--- src/rtl/inv_set_columns_if.sv ---
// inv_set_columns_if
// Groups the two valid/ready handshakes of the InvMixColumns engine.
//   in_valid / in_ready / in    : 128-bit state offered by the producer
//   out_valid / out_ready / Out : 128-bit result returned to the consumer
// The slave modport is the engine's view; the master modport is the
// producer/consumer environment that drives the state in and takes results.
interface inv_set_columns_if;
    logic         in_valid;
    logic         in_ready;
    logic [127:0] in;
    logic         out_valid;
    logic         out_ready;
    logic [127:0] Out;

    modport slave (
        input  in_valid,
        output in_ready,
        input  in,
        output out_valid,
        input  out_ready,
        output Out
    );

    modport master (
        output in_valid,
        input  in_ready,
        output in,
        input  out_valid,
        output out_ready,
        input  Out
    );
endinterface

--- src/rtl/inv_set_columns.sv ---
// inv_set_columns
// Sequential AES InvMixColumns engine. A 128-bit state is captured on the
// input handshake, then one 32-bit column per clock is replaced in place by
// its inverse column mix using a single shared column datapath. After four
// CALC cycles the result is held on Out until the consumer takes it.
// Ports:
//   clk  - rising-edge clock
//   rst  - synchronous active-high reset
//   bus  - inv_set_columns_if.slave (input and output handshakes)
//   busy - high while a state is being transformed or waiting for handoff
module inv_set_columns (
    input  logic             clk,
    input  logic             rst,
    inv_set_columns_if.slave bus,
    output logic             busy
);
    localparam int BYTE     = 8;
    localparam int WORD     = 32;
    localparam int SENTENCE = 128;

    typedef enum logic [1:0] {
        IDLE = 2'd0,
        CALC = 2'd1,
        DONE = 2'd2
    } state_t;

    state_t              state_q, state_d;
    logic [1:0]          col_q, col_d;
    logic [SENTENCE-1:0] st_q, st_d;
    logic [WORD-1:0]     col_in, col_out;

    function automatic logic [BYTE-1:0] xtime(input logic [BYTE-1:0] b);
        return {b[6:0], 1'b0} ^ (b[7] ? 8'h1b : 8'h00);
    endfunction

    // Returns {09*b, 0b*b, 0d*b, 0e*b} built from shared xtime powers.
    function automatic logic [WORD-1:0] inv_coeffs(input logic [BYTE-1:0] b);
        logic [BYTE-1:0] x2, x4, x8;
        x2 = xtime(b);
        x4 = xtime(x2);
        x8 = xtime(x4);
        return {x8 ^ b, x8 ^ x2 ^ b, x8 ^ x4 ^ b, x8 ^ x4 ^ x2};
    endfunction

    // One column: a0 is the MSB byte (row 0).
    function automatic logic [WORD-1:0] inv_mix_col(input logic [WORD-1:0] w);
        logic [WORD-1:0] m0, m1, m2, m3;
        logic [BYTE-1:0] r0, r1, r2, r3;
        m0 = inv_coeffs(w[31:24]);
        m1 = inv_coeffs(w[23:16]);
        m2 = inv_coeffs(w[15:8]);
        m3 = inv_coeffs(w[7:0]);
        // byte lanes of mN: [31:24]=09, [23:16]=0b, [15:8]=0d, [7:0]=0e
        r0 = m0[7:0]   ^ m1[23:16] ^ m2[15:8]  ^ m3[31:24];
        r1 = m0[31:24] ^ m1[7:0]   ^ m2[23:16] ^ m3[15:8];
        r2 = m0[15:8]  ^ m1[31:24] ^ m2[7:0]   ^ m3[23:16];
        r3 = m0[23:16] ^ m1[15:8]  ^ m2[31:24] ^ m3[7:0];
        return {r0, r1, r2, r3};
    endfunction

    // Column select feeding the single shared datapath; column 0 is the top word.
    always_comb begin
        col_in = st_q[127:96];
        case (col_q)
            2'd0:    col_in = st_q[127:96];
            2'd1:    col_in = st_q[95:64];
            2'd2:    col_in = st_q[63:32];
            default: col_in = st_q[31:0];
        endcase
        col_out = inv_mix_col(col_in);
    end

    always_comb begin
        state_d = state_q;
        col_d   = col_q;
        st_d    = st_q;
        case (state_q)
            IDLE: begin
                if (bus.in_valid) begin
                    st_d    = bus.in;
                    col_d   = 2'd0;
                    state_d = CALC;
                end
            end
            CALC: begin
                case (col_q)
                    2'd0:    st_d[127:96] = col_out;
                    2'd1:    st_d[95:64]  = col_out;
                    2'd2:    st_d[63:32]  = col_out;
                    default: st_d[31:0]   = col_out;
                endcase
                // col wraps 3 -> 0 on the last write, ready for the next state
                col_d = col_q + 2'd1;
                if (col_q == 2'd3) begin
                    state_d = DONE;
                end
            end
            DONE: begin
                if (bus.out_ready) begin
                    state_d = IDLE;
                end
            end
            default: state_d = IDLE;
        endcase
    end

    always_ff @(posedge clk) begin
        if (rst) begin
            state_q <= IDLE;
            col_q   <= 2'd0;
            st_q    <= '0;
        end else begin
            state_q <= state_d;
            col_q   <= col_d;
            st_q    <= st_d;
        end
    end

    assign bus.in_ready  = (state_q == IDLE);
    assign bus.out_valid = (state_q == DONE);
    assign bus.Out       = st_q;
    assign busy          = (state_q == CALC) || (state_q == DONE);
endmodule

--- src/flat_wrapper.sv ---
// flat-port wrapper written by rule: the top's interface ports become plain ports
module inv_set_columns_flat 
  (clk, rst, busy, bus_in_valid, bus_in_ready, bus_in, bus_out_valid, bus_out_ready, bus_Out);
  inv_set_columns_if bus_i ();
  input  logic clk;
  input  logic rst;
  output logic busy;
  input wire logic [$bits(bus_i.in_valid)-1:0] bus_in_valid;
  output wire logic [$bits(bus_i.in_ready)-1:0] bus_in_ready;
  input wire logic [$bits(bus_i.in)-1:0] bus_in;
  output wire logic [$bits(bus_i.out_valid)-1:0] bus_out_valid;
  input wire logic [$bits(bus_i.out_ready)-1:0] bus_out_ready;
  output wire logic [$bits(bus_i.Out)-1:0] bus_Out;
  assign bus_i.in_valid = bus_in_valid;
  assign bus_in_ready = bus_i.in_ready;
  assign bus_i.in = bus_in;
  assign bus_out_valid = bus_i.out_valid;
  assign bus_i.out_ready = bus_out_ready;
  assign bus_Out = bus_i.Out;
  inv_set_columns u_core (.clk(clk), .rst(rst), .bus(bus_i), .busy(busy));
endmodule
--- config.mk ---
export PLATFORM = sky130hd
export DESIGN_NAME = inv_set_columns_flat
export DESIGN_NICKNAME = d
export VERILOG_FILES = /design/src/rtl/inv_set_columns_if.sv /design/src/rtl/inv_set_columns.sv /design/src/flat_wrapper.sv
export SDC_FILE = /design/constraint.sdc
export NUM_CORES = 1
export LEC_CHECK = 0
export CAP_MARGIN = 25
export CORE_UTILIZATION = 40
export DETAILED_ROUTE_END_ITERATION = 8
export PLACE_DENSITY_LB_ADDON = 0.05
export RECOVER_POWER = 100
export SYNTH_ARGS = -nofsm -noshare
export SYNTH_HDL_FRONTEND = slang
export SYNTH_SLANG_ARGS = --single-unit
--- constraint.sdc ---
create_clock -name clk -period 3.75 [get_ports clk]
set_clock_uncertainty 0.15 [all_clocks]
set_input_delay 0.75 -clock clk [delete_from_list [all_inputs] [get_ports clk]]
set_output_delay 0.75 -clock clk [all_outputs]
set_load 0.03 [all_outputs]
==> results of run 1 <==
-- path summary, 6_finish.rpt --
path                       from            endpoint  slack (ns)  cells past startpoint
min reg2reg  u_core.bus.Out[95]  u_core.bus.Out[95]        0.36                      2
max reg2reg     u_core.col_q[1]  u_core.bus.Out[52]        0.03                     14
min          u_core.bus.Out[95]  u_core.bus.Out[95]        0.36                      2
max             u_core.col_q[1]  u_core.bus.Out[52]        0.03                     14
-- per-stage QoR --
step                instances  setup TNS [ns]  area, µm²  util [%]  worst slack [ns]
finish                   1724               0      13630     61.71           0.03202
CTS                      1714               0      13460     60.92         0.0002278
detailed placement       1682          -2.449      12830     58.07           -0.1242
global placement         1681         -0.4506      12800     57.95          -0.04770
global route             1724        -0.08873      13630     61.71          -0.04472
floorplan                1104               0       9150         -            0.1916
-- worst register-to-register path, stage by stage, from the launching register on --
cell	delay, ns
dfxtp_1	0.32
buf_4	0.14
ha_1	0.23
buf_12	0.18
a222oi_1	0.38
buf_4	0.26
buf_4	0.13
xnor2_1	0.15
a21oi_1	0.11
buf_4	0.17
xnor2_2	0.13
xnor3_2	0.49
xor3_1	0.41
nor2_4	0.19
o221a_2	0.22
-- what timing repair did --
action / 4_1_cts / 5_1_grt
endpoints found under the setup margin: 36 / 82
setup buffers: 0 / 10
hold buffers: 0 / 0
gates resized for setup: 5 / 25
pin swaps: 1 / 13
-- metal layers --
metal / vias to the layer above / part of all wire [%] / global-route usage, %
li1: 4569 / - / -
met1: 4675 / 42 / 45.31
met2: 541 / 45 / 53.51
met3: 64 / 10 / 9.612
met4: 0 / 2.8 / 11.78
met5: - / 0 / 0
-- registers in the layout, summed over array words and instances (netlist names) --
signal,flops
u_core.bus.Out,128
u_core.col_q,2
u_core.state_q,2
-- logic make-up (layout without fill, tap and decap cells) --
group           after synthesis  count (layout)  share of synthesized area [%]
flops                       132             132                          28.88
compound gates              298             298                          21.63
xor+xnor                    228             228                          26.64
mux                          16              16                          1.805
buf+inv                     104             444                          4.827
simple gates                319             319                          15.26
fa+ha+maj                     7               7                         0.9572
-- layout make-up --
type                            count  area [µm²]  share of cell area (%)
Clock inverter                     15       185.2                   1.358
Inverter                           11       41.29                  0.3029
Clock buffer                       17       425.4                   3.120
Timing Repair Buffer              401        3772                   27.67
Sequential cell                   132        2644                   19.39
Tap cell                          280       350.3                   2.570
Multi-Input combinational cell    868        6215                   45.59
-- cell usage after synthesis, types with 5 or more instances --
cell / count
a32o_1: 8
buf_1: 13
xor2_1: 50
o41ai_1: 8
dfxtp_1: 132
xnor2_1: 145
nor2b_1: 13
o221a_2: 5
a222oi_1: 30
nand3_1: 9
o21a_1: 5
o21ai_1: 6
mux2i_1: 14
ha_1: 7
o21ai_0: 36
clkbuf_1: 61
a211oi_1: 52
buf_2: 14
xnor3_1: 26
a21oi_1: 122
nand2_1: 49
nor3_1: 40
nor2_1: 170
inv_1: 9
nor4_1: 21
-- cells in the final DEF (no fill, tap or decap), types with 4 or more instances in the layout --
cell type and instances:
a222oi_1 30, inv_8 4, nor3_1 40, nand3_1 9
nor2_1 169, a21oi_1 121, xnor3_1 19, or3_1 4
o21ai_2 9, clkbuf_16 17, nand2_1 47, a211oi_1 50
inv_1 8, xnor2_1 140, o221a_2 5, o21a_1 5
xnor2_2 7, nor4_1 20, dfxtp_1 131, o21ai_0 34
o41ai_1 8, buf_4 130, mux2i_1 14, a21o_1 4
clkdlybuf4s50_1 261, xor2_1 48, buf_12 7, a32o_1 8
a311oi_1 4, nor2b_1 13, inv_6 5, xnor3_2 8
==> flow_summary.ini, run 1 <==
[timing]
grt_setup_unrepaired = yes
worst_slew_pin_slew_ns = 1.035
drv_slew = 0
whs_ns = 0.3557
setup_viol = 0
max_slew_margin_pct = 30.98
hold_viol = 0
period_share_pct = 99.15
max_clock_freq_mhz = 269.0
period_minus_slack_ns = 3.718

[drt]
vias = 9849
detail_route.drc_violations = 0
wl_um = 41260
drt_iter0_drc = 891
drt-pass1-iter-count = 7
vias_per_cell = 5.713
drtAntennaViolNets = 0
routedWlPerCell_um = 23.93

[global_routing]
antenna_found_initial = 0
grt_usage_pct = 34.32
overflow = 0
grt_pass1_wl_um = 59610
grt_max_degree = 73
first_global_vias = 9219

[clock_network]
clkLatencyLatePin_ns = 0.43
cts_tree = built
cts_buffers = 17
htree_levels = 4
clk_pin_slew_ns = 0.07
root_buffer = clkbuf_16
cts_buffer_depth = 2
cts.sinks = 132

[worst_setup_path]
cp.required_ns = 3.97
crit_family = XOR/XNOR gates
worstPathArrival_ns = 3.94
cp_num_buf_inv = 5
crit_path_max_fanout = 22
path_class = flop to flop
crit_chain = buf_4 > ha_1 > buf_12 > a222oi_1 > buf_4 > buf_4 > xnor2_1 > a21oi_1 > buf_4 > xnor2_2 > xnor3_2 > xor3_1 > nor2_4 > o221a_2
max_stage_delay_ns = 0.49
crit_path_top_delay_cell = xnor3_2
critPathCaptureType = flop
path_common_cell = buf_4
critPathLaunchType = flop

[synthesis]
synth_flop_cell = dfxtp_1
yosysSeqAreaShare_pct = 28.88
synth-edff-count = 0
yosysUniqueCellTypes = 57
synth_top_area_cell = dfxtp_1
synth_top_area_share_pct = 28.88
postSynthAreaPerCell_um2 = 8.288
yosysWarnings = 0
syn_nets = 1243
yosys-top-cells-area = dfxtp_1, xnor2_1, nor2_1
ys_seq_elements = 132
netlist_area_um2 = 9150
syn_inst = 1104
synthArstFlopShare_pct = 0

[floorplan]
ioPinCount = 263
fp.dieArea_um2 = 23480
core-area_um2 = 22090
start_util_pct = 41.41
rows = 54
die_h_um = 153.2
die_x_um = 153.2

[placement]
place_congestion = 0.9796
io_buffers = 262
dp_hpwl_um = 31210

[job]
maxCapViolations = 0

[cells_and_area]
nets = 1570
area_growth_pct = 49.00
diodes = 0
n_fill_cell = 1990
drive_gt1_share_pct = 15.58

[run_status]
status = completed

[min_path]
min_path_type = flop to flop
Power of run 1 is left out: the tool's default activity adds up to more than one toggle a clock period on the data nets, which glitch-free logic cannot reach.
==> run 2: changes to the inputs <==
==> constraint.sdc (replaced) <==
create_clock -name clk -period 3.75 [get_ports clk]
set_clock_uncertainty 0.15 [all_clocks]
set_input_delay 0.375 -clock clk [delete_from_list [all_inputs] [get_ports clk]]
set_output_delay 0.375 -clock clk [all_outputs]
set_load 0.03 [all_outputs]
==> run 2 against run 1 <==
  * Sequential cell count is the same
  * Via count decreased by 0.41%
  * Setup slack better by 0.036 ns
  * Final cell count up 0.29%
  * Global-route usage grew 0.48 points
  * First-iteration DRC count increased by 11%
  * Fmax is 0.97% higher
  * Final area grew 0.40%
  * Hold slack lost 0.025 ns
  * Routed wire length decreased by 1.3%
  * Die area stayed put
  * Critical path type unchanged
==> flow_summary.ini, run 2 (same netlist as run 1, synthesis figures left out) <==
[floorplan]
die_h_um = 153.2
core-area_um2 = 22090
fp.dieArea_um2 = 23480
rows = 54
start_util_pct = 41.41
die_x_um = 153.2
ioPinCount = 263

[timing]
setup_viol = 0
period_share_pct = 98.19
drv_slew = 0
max_slew_margin_pct = 32.74
worst_slew_pin_slew_ns = 1.009
max_clock_freq_mhz = 271.6
grt_setup_unrepaired = yes
hold_viol = 0
whs_ns = 0.3307
period_minus_slack_ns = 3.682

[cells_and_area]
nets = 1576
diodes = 0
final_common_cell = nor2_1
layout_common_cells = nor2_1, xnor2_1, buf_4
drive_gt1_share_pct = 15.73
area_growth_pct = 49.60
post-route-util_pct = 61.95
largest_reg_flops = 128

[worst_setup_path]
rrSetupSlack_ns = 0.07
reg2reg_from = u_core.col_q[1]
path_class = flop to flop
path_common_cell = buf_4
max_stage_delay_ns = 0.52
cp_num_buf_inv = 5
crit_chain = inv_1 > ha_1 > buf_6 > a222oi_1 > buf_4 > xor2_1 > buf_4 > o21ai_1 > xor2_1 > buf_4 > xnor3_1 > xnor2_1 > nand2_1 > a211oi_1
crit_path_max_fanout = 19
r2r_cells = 14
startpoint = u_core.col_q[1]
timing.rr.end = u_core.bus.Out[121]
worstPathArrival_ns = 3.87
crit_family = compound AO/OA/AOI/OAI gates
crit_path_top_delay_cell = a222oi_1
cp.required_ns = 3.94
critPathLaunchType = flop
critPathCaptureType = flop

[min_path]
min_path_type = input port to flop
hold_start = rst
hold_end = u_core.bus.Out[4]
hold_depth = 3

[global_routing]
grt_pass1_wl_um = 61030
first_global_vias = 9570
antenna_found_initial = 0
grt_usage_pct = 34.80
overflow = 0
grt_max_degree = 74

[clock_network]
clkLatencyLatePin_ns = 0.44
cts.sinks = 132
htree_levels = 4
cts_buffer_depth = 2
root_buffer = clkbuf_16
cts_buffers = 17
clk_pin_slew_ns = 0.07
cts_tree = built

[drt]
drt_iter0_drc = 988
wl_um = 40710
detail_route.drc_violations = 0
vias_per_cell = 5.673
drtAntennaViolNets = 0
drt-pass1-iter-count = 5
vias = 9809
routedWlPerCell_um = 23.54

[placement]
io_buffers = 262
dp_hpwl_um = 31410
place_congestion = 1.005

[run_status]
status = completed

[job]
maxCapViolations = 0
## run 2: changes by cell type in the layout (fill, tap and decap cells not counted), sizes merged
cell and change:
clkinv +1, buf +5, inv -5, clkinvlp +1
bufinv +1, dlygate4sd3 +131, clkdlybuf4s50 -131, clkbuf +2
## run 2: per-stage QoR
step                cell area [µm²]  instances  setup slack (ns)  TNS [ns]
floorplan                      9150       1104            0.1916         0
CTS                           13500       1720          0.002371         0
finish                        13690       1729           0.06784         0
global placement              12890       1689           -0.1577   -0.6202
detailed placement            12890       1689           -0.1278   -0.5969
global route                  13690       1729          -0.08962  -0.09592
## run 2: how the worst max path moves through the flow
stage	to	slack [ns]	cells past startpoint
finish	u_core.bus.Out[121]	0.07	14
global route	u_core.bus.Out[4]	-0.09	12
CTS	u_core.bus.Out[60]	0.002	14
detailed placement	u_core.bus.Out[57]	-0.13	14
global placement	u_core.bus.Out[57]	-0.16	14
floorplan	u_core.bus.Out[10]	0.19	13
## run 2: timing repair
item,in CTS,in global routing
cloned,0,0
gates resized for setup,2,27
hold buffers,0,0
endpoints found under the setup margin,13,83
buffers inserted,0,9
pin swaps,1,19
## run 2: worst reg2reg max path, delay by kind of cell (launching register included)
family / cells / cell delay, ns
flip-flops: 1 / 0.32
adder cells (fa/ha/maj): 1 / 0.24
AND/OR/NAND/NOR: 1 / 0.18
XOR/XNOR: 4 / 0.75
AO/OA/AOI/OAI: 3 / 1.14
buffers and inverters: 5 / 0.80
## run 2: cell type report
type | instances | area [µm²]
fillers | 1928 | 8406
multi-input cells | 868 | 6222
flip-flops and latches | 132 | 2644
repair buffers | 407 | 3819
clock inverters | 13 | 172.7
well taps | 280 | 350.3
inverters | 11 | 41.29
clock buffers | 18 | 439.2
## run 2: per-layer routing
layer / vias up / routed length (µm) / track usage, %
li1: 4581 / - / -
met1: 4654 / 17570 / 47.87
met2: 519 / 18430 / 54.99
met3: 55 / 3709 / 6.975
met4: 0 / 990 / 9.716
met5: - / 0 / 0
Power of run 2 is left out for the same reason.
==> run 3: changes to the inputs <==
- HOLD_SLACK_MARGIN: default -> 0.03
==> results of run 3 <==
Same layout as run 2: the final DEF is identical, and so are final timing and power.
Power of run 3 is left out for the same reason.
